===== src/rtl/dct_transpose_buf.sv =====
// Ping-pong 8x8 transpose buffer between DCT stage 1 (column engine) and stage 2 (row engine).
// Optional macro DCT_TRANSPOSE_SAT_EN: saturate instead of wrap when SIZE_OUT < SIZE.
module dct_transpose_buf #(
  parameter int unsigned SIZE     = 10,
  parameter int unsigned SIZE_OUT = 10
) (
  input  logic                           clk,
  input  logic                           rst,
  input  logic [7:0][7:0][SIZE-1:0]      data_in,
  input  logic                           stage_done,
  output logic [7:0][SIZE_OUT-1:0]       row_out,
  output logic [2:0]                     row_idx,
  output logic                           row_valid,
  input  logic                           row_ready,
  output logic                           block_last,
  output logic                           busy,
  output logic                           overflow
);

  typedef enum logic {IDLE, STREAM} state_e;

  state_e                    state_q;
  logic                      sd_q;
  logic [1:0]                full_q;
  logic [1:0]                full_d;
  logic                      wr_bank_q;
  logic                      rd_bank_q;
  logic [2:0]                row_idx_q;
  logic                      row_valid_q;
  logic                      block_last_q;
  logic                      overflow_q;
  logic [7:0][7:0][SIZE-1:0] bank_q [2];

  logic cap;
  logic cap_ok;
  logic accept;
  logic last_accept;

  assign cap         = stage_done & ~sd_q;
  assign cap_ok      = cap & ~full_q[wr_bank_q];
  assign accept      = row_valid_q & row_ready;
  assign last_accept = accept & (row_idx_q == 3'd7);

  // Signed resize: sign-extend or wrap, optionally saturate when narrowing.
  function automatic logic [SIZE_OUT-1:0] conv(input logic [SIZE-1:0] x);
    int v;
    v = int'($signed(x));
`ifdef DCT_TRANSPOSE_SAT_EN
    if (SIZE_OUT < SIZE) begin
      if (v > ((1 << (SIZE_OUT - 1)) - 1)) begin
        v = (1 << (SIZE_OUT - 1)) - 1;
      end else if (v < -(1 << (SIZE_OUT - 1))) begin
        v = -(1 << (SIZE_OUT - 1));
      end
    end
`endif
    return SIZE_OUT'(v);
  endfunction

  // Release of the streaming bank and capture into the write bank never hit the same bank.
  always_comb begin
    full_d = full_q;
    if (last_accept) full_d[rd_bank_q] = 1'b0;
    if (cap_ok)      full_d[wr_bank_q] = 1'b1;
  end

  always_ff @(posedge clk) begin
    if (rst && cap_ok) bank_q[wr_bank_q] <= data_in;
  end

  always_ff @(posedge clk) begin
    if (!rst) begin
      state_q      <= IDLE;
      sd_q         <= 1'b0;
      full_q       <= 2'b00;
      wr_bank_q    <= 1'b0;
      rd_bank_q    <= 1'b0;
      row_idx_q    <= 3'd0;
      row_valid_q  <= 1'b0;
      block_last_q <= 1'b0;
      overflow_q   <= 1'b0;
    end else begin
      sd_q   <= stage_done;
      full_q <= full_d;
      if (cap) begin
        if (full_q[wr_bank_q]) overflow_q <= 1'b1;
        else                   wr_bank_q  <= ~wr_bank_q;
      end
      case (state_q)
        IDLE: begin
          if (full_q[rd_bank_q]) begin
            state_q      <= STREAM;
            row_valid_q  <= 1'b1;
            row_idx_q    <= 3'd0;
            block_last_q <= 1'b0;
          end
        end
        STREAM: begin
          if (accept) begin
            if (row_idx_q == 3'd7) begin
              rd_bank_q    <= ~rd_bank_q;
              row_idx_q    <= 3'd0;
              block_last_q <= 1'b0;
              // Back-to-back blocks stream without a bubble.
              if (!full_q[~rd_bank_q]) begin
                state_q     <= IDLE;
                row_valid_q <= 1'b0;
              end
            end else begin
              row_idx_q    <= row_idx_q + 3'd1;
              block_last_q <= (row_idx_q == 3'd6);
            end
          end
        end
        default: state_q <= IDLE;
      endcase
    end
  end

  always_comb begin
    row_out = '0;
    if (row_valid_q) begin
      for (int c = 0; c < 8; c++) begin
        row_out[c] = conv(bank_q[rd_bank_q][c][row_idx_q]);
      end
    end
  end

  assign row_idx    = row_idx_q;
  assign row_valid  = row_valid_q;
  assign block_last = block_last_q;
  assign busy       = full_q[0] | full_q[1];
  assign overflow   = overflow_q;

endmodule


===== config.mk =====
export PLATFORM = sky130hd
export DESIGN_NAME = dct_transpose_buf
export DESIGN_NICKNAME = d
export VERILOG_FILES = /design/src/rtl/dct_transpose_buf.sv
export SDC_FILE = /design/constraint.sdc
export NUM_CORES = 1
export LEC_CHECK = 0
export CAP_MARGIN = 5
export CORE_MARGIN = 2
export CORE_UTILIZATION = 41
export DETAILED_ROUTE_END_ITERATION = 6
export SKIP_CTS_REPAIR_TIMING = 1
export SYNTH_ARGS = -nofsm -noshare
export SYNTH_HDL_FRONTEND = slang
export SYNTH_SLANG_ARGS = --single-unit

===== constraint.sdc =====
create_clock -name clk -period 83.8 [get_ports clk]
set_input_delay 16.76 -clock clk [delete_from_list [all_inputs] [get_ports clk]]
set_output_delay 16.76 -clock clk [all_outputs]
set_load 0.05 [all_outputs]

==> results.cfg <==
[run_status]
outcome = complete, no violations

[clock_tree]
cts.clk_slew.worst_paths_ns = 0.06
cts_inserted_buffers = 140
cts_tree = built
cts_root_buffer = clkbuf_16
clkSinkCount = 1293
htreeDepth = 4
clock_path_buffers = 3
clk_latency_ns = 0.73

[detailed_routing]
dr.pass1.iters = 5
ant_nets = 0
drt-initial-drc-count = 2280
vias = 27400
wl_um = 131000
highest_layer = met5
avgViaCountPerCell = 5.25
wire_per_inst_um = 25.1
wl_met3_um = 9370
drt-met1-wl_um = 51500
dr_wl_met2_um = 66700
drc = 0

[critical_path]
crit_chain = buf_4, buf_12, buf_12, mux2i_1, a22oi_1, nand2_1, o22ai_1, clkdlybuf4s50_1
path_buf_inv = 4
crit_path_max_fanout = 130
cp.required_ns = 67.04
end_kind = primary output
cp_common_cell = buf_12
startpoint_type = flip-flop
path_class = flip-flop to primary output
crit_slowest_cell = dfxtp_4
cp.arrival_ns = 6.07
crit_family = buffers and inverters
slowest_delay_ns = 0.94

[synth]
ys_seq_area_share_pct = 77.0
synth_seq_cells = 1293
synth_cell_types = 35
synth_cells = 2701
synth_nets = 3349
synth.avg_cell_area_um2 = 18.6
synth_edf_count = 1280
async_flop_share_pct = 0
netlist_area_um2 = 50200
ys.flop_type = edfxtp_1
yosysWarningCount = 0

[power_and_ir_drop]
leakage_uw = 0.0195
p_per_area_nw_per_um2 = 22.4
ir_worst_vdd_mv = 0.0176

[timing]
timing.setup.tns_ns = 0
timing.fmax_mhz = 43.8
fin_worst_skew_ns = 0.0287
finalHoldViolations = 0
timing.slew.headroom_pct = 20.6
tightest_slew_ns = 1.19
setup_viol = 0
slew_violations = 0
rsz0062_at_grt = no
finalCritPeriodShare_pct = 27.2
period_minus_slack_ns = 22.83

[floorplan]
core_area_um2 = 122000
chipWidth_um = 354
die_y_um = 354
die_area_um2 = 125000
io_pins = 731
rows = 128
initial_utilization_pct = 41.3

[placement]
place.detailed.hpwl_um = 83000
globalplace.congestion = 0.796
io_buffers = 730

[flow_run]
maxCapViolCount = 0

[global_routing]
grt_max_degree = 164
grt_pass1_vias = 27400
antenna_found_initial = 68
grt_pass1_wl_um = 185000
grt_use_total_pct = 20.3
grt_overflow = 0

[cells_and_area]
final_core_util_pct = 52.1
drive_gt1_share_pct = 6.84
area_growth_pct = 26.1
nets = 4091

[hold_path]
worstHoldPathType = flip-flop to flip-flop
[synthesized netlist by cell type (11+ instances only)]
master / count / area share, %
nand2_1: 155 / 1.2
buf_2: 49 / 0.49
dfxtp_1: 13 / 0.52
clkbuf_1: 40 / 0.30
buf_4: 14 / 0.21
edfxtp_1: 1280 / 77
buf_6: 49 / 1.1
o21ai_1: 23 / 0.23
mux4_2: 11 / 0.49
mux2i_1: 623 / 12
a221oi_1: 11 / 0.19
o22ai_1: 71 / 0.88
a22oi_1: 298 / 4.5
[worst reg2reg max path: cells and delay by family (launching register included)]
kind	cells	cell delay, ns
flip-flops	1	0.31
AND/OR/NAND/NOR	3	0.45
buffers and inverters	4	3.39
[metal layers]
| metal | GRT usage (%) | vias to the layer above |
|---|---|---|
| met3 | 5.88 | 231 |
| met2 | 33.8 | 852 |
| met5 | 0 | - |
| met4 | 8.30 | 56 |
| met1 | 25.0 | 13800 |
| li1 | - | 12500 |
[sequential cells by signal, summed over array words and instances (netlist names), named ones only]
| name | cells |
|---|---|
| row_idx | 3 |
| overflow | 1 |
| sd_q | 1 |
| state_q | 1 |
| full_q | 2 |
| rd_bank_q | 1 |
| bank_q | 1280 |
| block_last | 1 |
| row_valid | 1 |
| wr_bank_q | 1 |
[power breakdown]
group          internal [µW]  switching [µW]
Combinational           39.6            44.5
Sequential               734            4.56
Clock                    350             249
[cells in the final DEF, fill, tap and decap left out, types with 3 or more instances in the layout]
| cell | n |
|---|---|
| a21boi_0 | 3 |
| a221oi_1 | 11 |
| a22oi_1 | 298 |
| and2_1 | 5 |
| buf_12 | 10 |
| buf_4 | 24 |
| bufinv_16 | 10 |
| clkbuf_1 | 30 |
| clkbuf_16 | 146 |
| clkdlybuf4s50_1 | 730 |
| clkinv_1 | 36 |
| clkinv_16 | 3 |
| clkinv_2 | 19 |
| clkinv_8 | 4 |
| dfxtp_1 | 12 |
| diode_2 | 40 |
| edfxtp_1 | 1280 |
| ha_1 | 4 |
| inv_1 | 4 |
| mux2i_1 | 623 |
| mux4_2 | 11 |
| nand2_1 | 153 |
| nand3_1 | 3 |
| nor2_1 | 5 |
| nor2b_1 | 4 |
| o21ai_0 | 4 |
| o21ai_1 | 23 |
| o22ai_1 | 71 |
[kinds of logic after synthesis]
kind of cell | share of synthesized area [%]
XOR/XNOR | 0.0174
flip-flops | 77.0
AND/OR/NAND/NOR | 1.52
multiplexers | 12.9
AO/OA/AOI/OAI | 5.91
adder cells (fa/ha/maj) | 0.0996
buffers and inverters | 2.50
[area by class of cell]
class | instances | area (µm²)
clock buffers | 176 | 3770
flip-flops and latches | 1293 | 38700
inverters | 4 | 15.0
fillers | 9935 | 58400
clock inverters | 78 | 736
diodes | 40 | 100
multi-input cells | 1240 | 10300
repair buffers | 764 | 7690
well taps | 1625 | 2030
[stage by stage]
| step | power, µW | cells | setup WS (ns) | hold slack, ns | area, µm² |
|---|---|---|---|---|---|
| finish | 1420 | 5220 | 60.97 | 0.464 | 63400 |
| global route | 1470 | 5213 | 60.69 | 0.499 | 63300 |
| CTS | 1440 | 5180 | 60.95 | 0.474 | 63300 |
| detailed placement | 837 | 4926 | 61.76 | 0.460 | 58800 |
| global placement | 835 | 4926 | 61.76 | 0.475 | 58800 |
| floorplan | 818 | 2701 | 18.41 | 0.513 | 50200 |
[final timing paths]
| kind | startpoint | endpoint | slack (ns) | depth (start not counted) |
|---|---|---|---|---|
| setup / recovery | flip-flop | row_out[38] | 60.97 | 8 |
| hold / removal | overflow | overflow | 0.46 | 1 |
| setup reg to reg | sd_q | bank_q[1][331] | 79.21 | 7 |
| hold reg to reg | overflow | overflow | 0.46 | 1 |
Power figures use the tool's default switching activity.
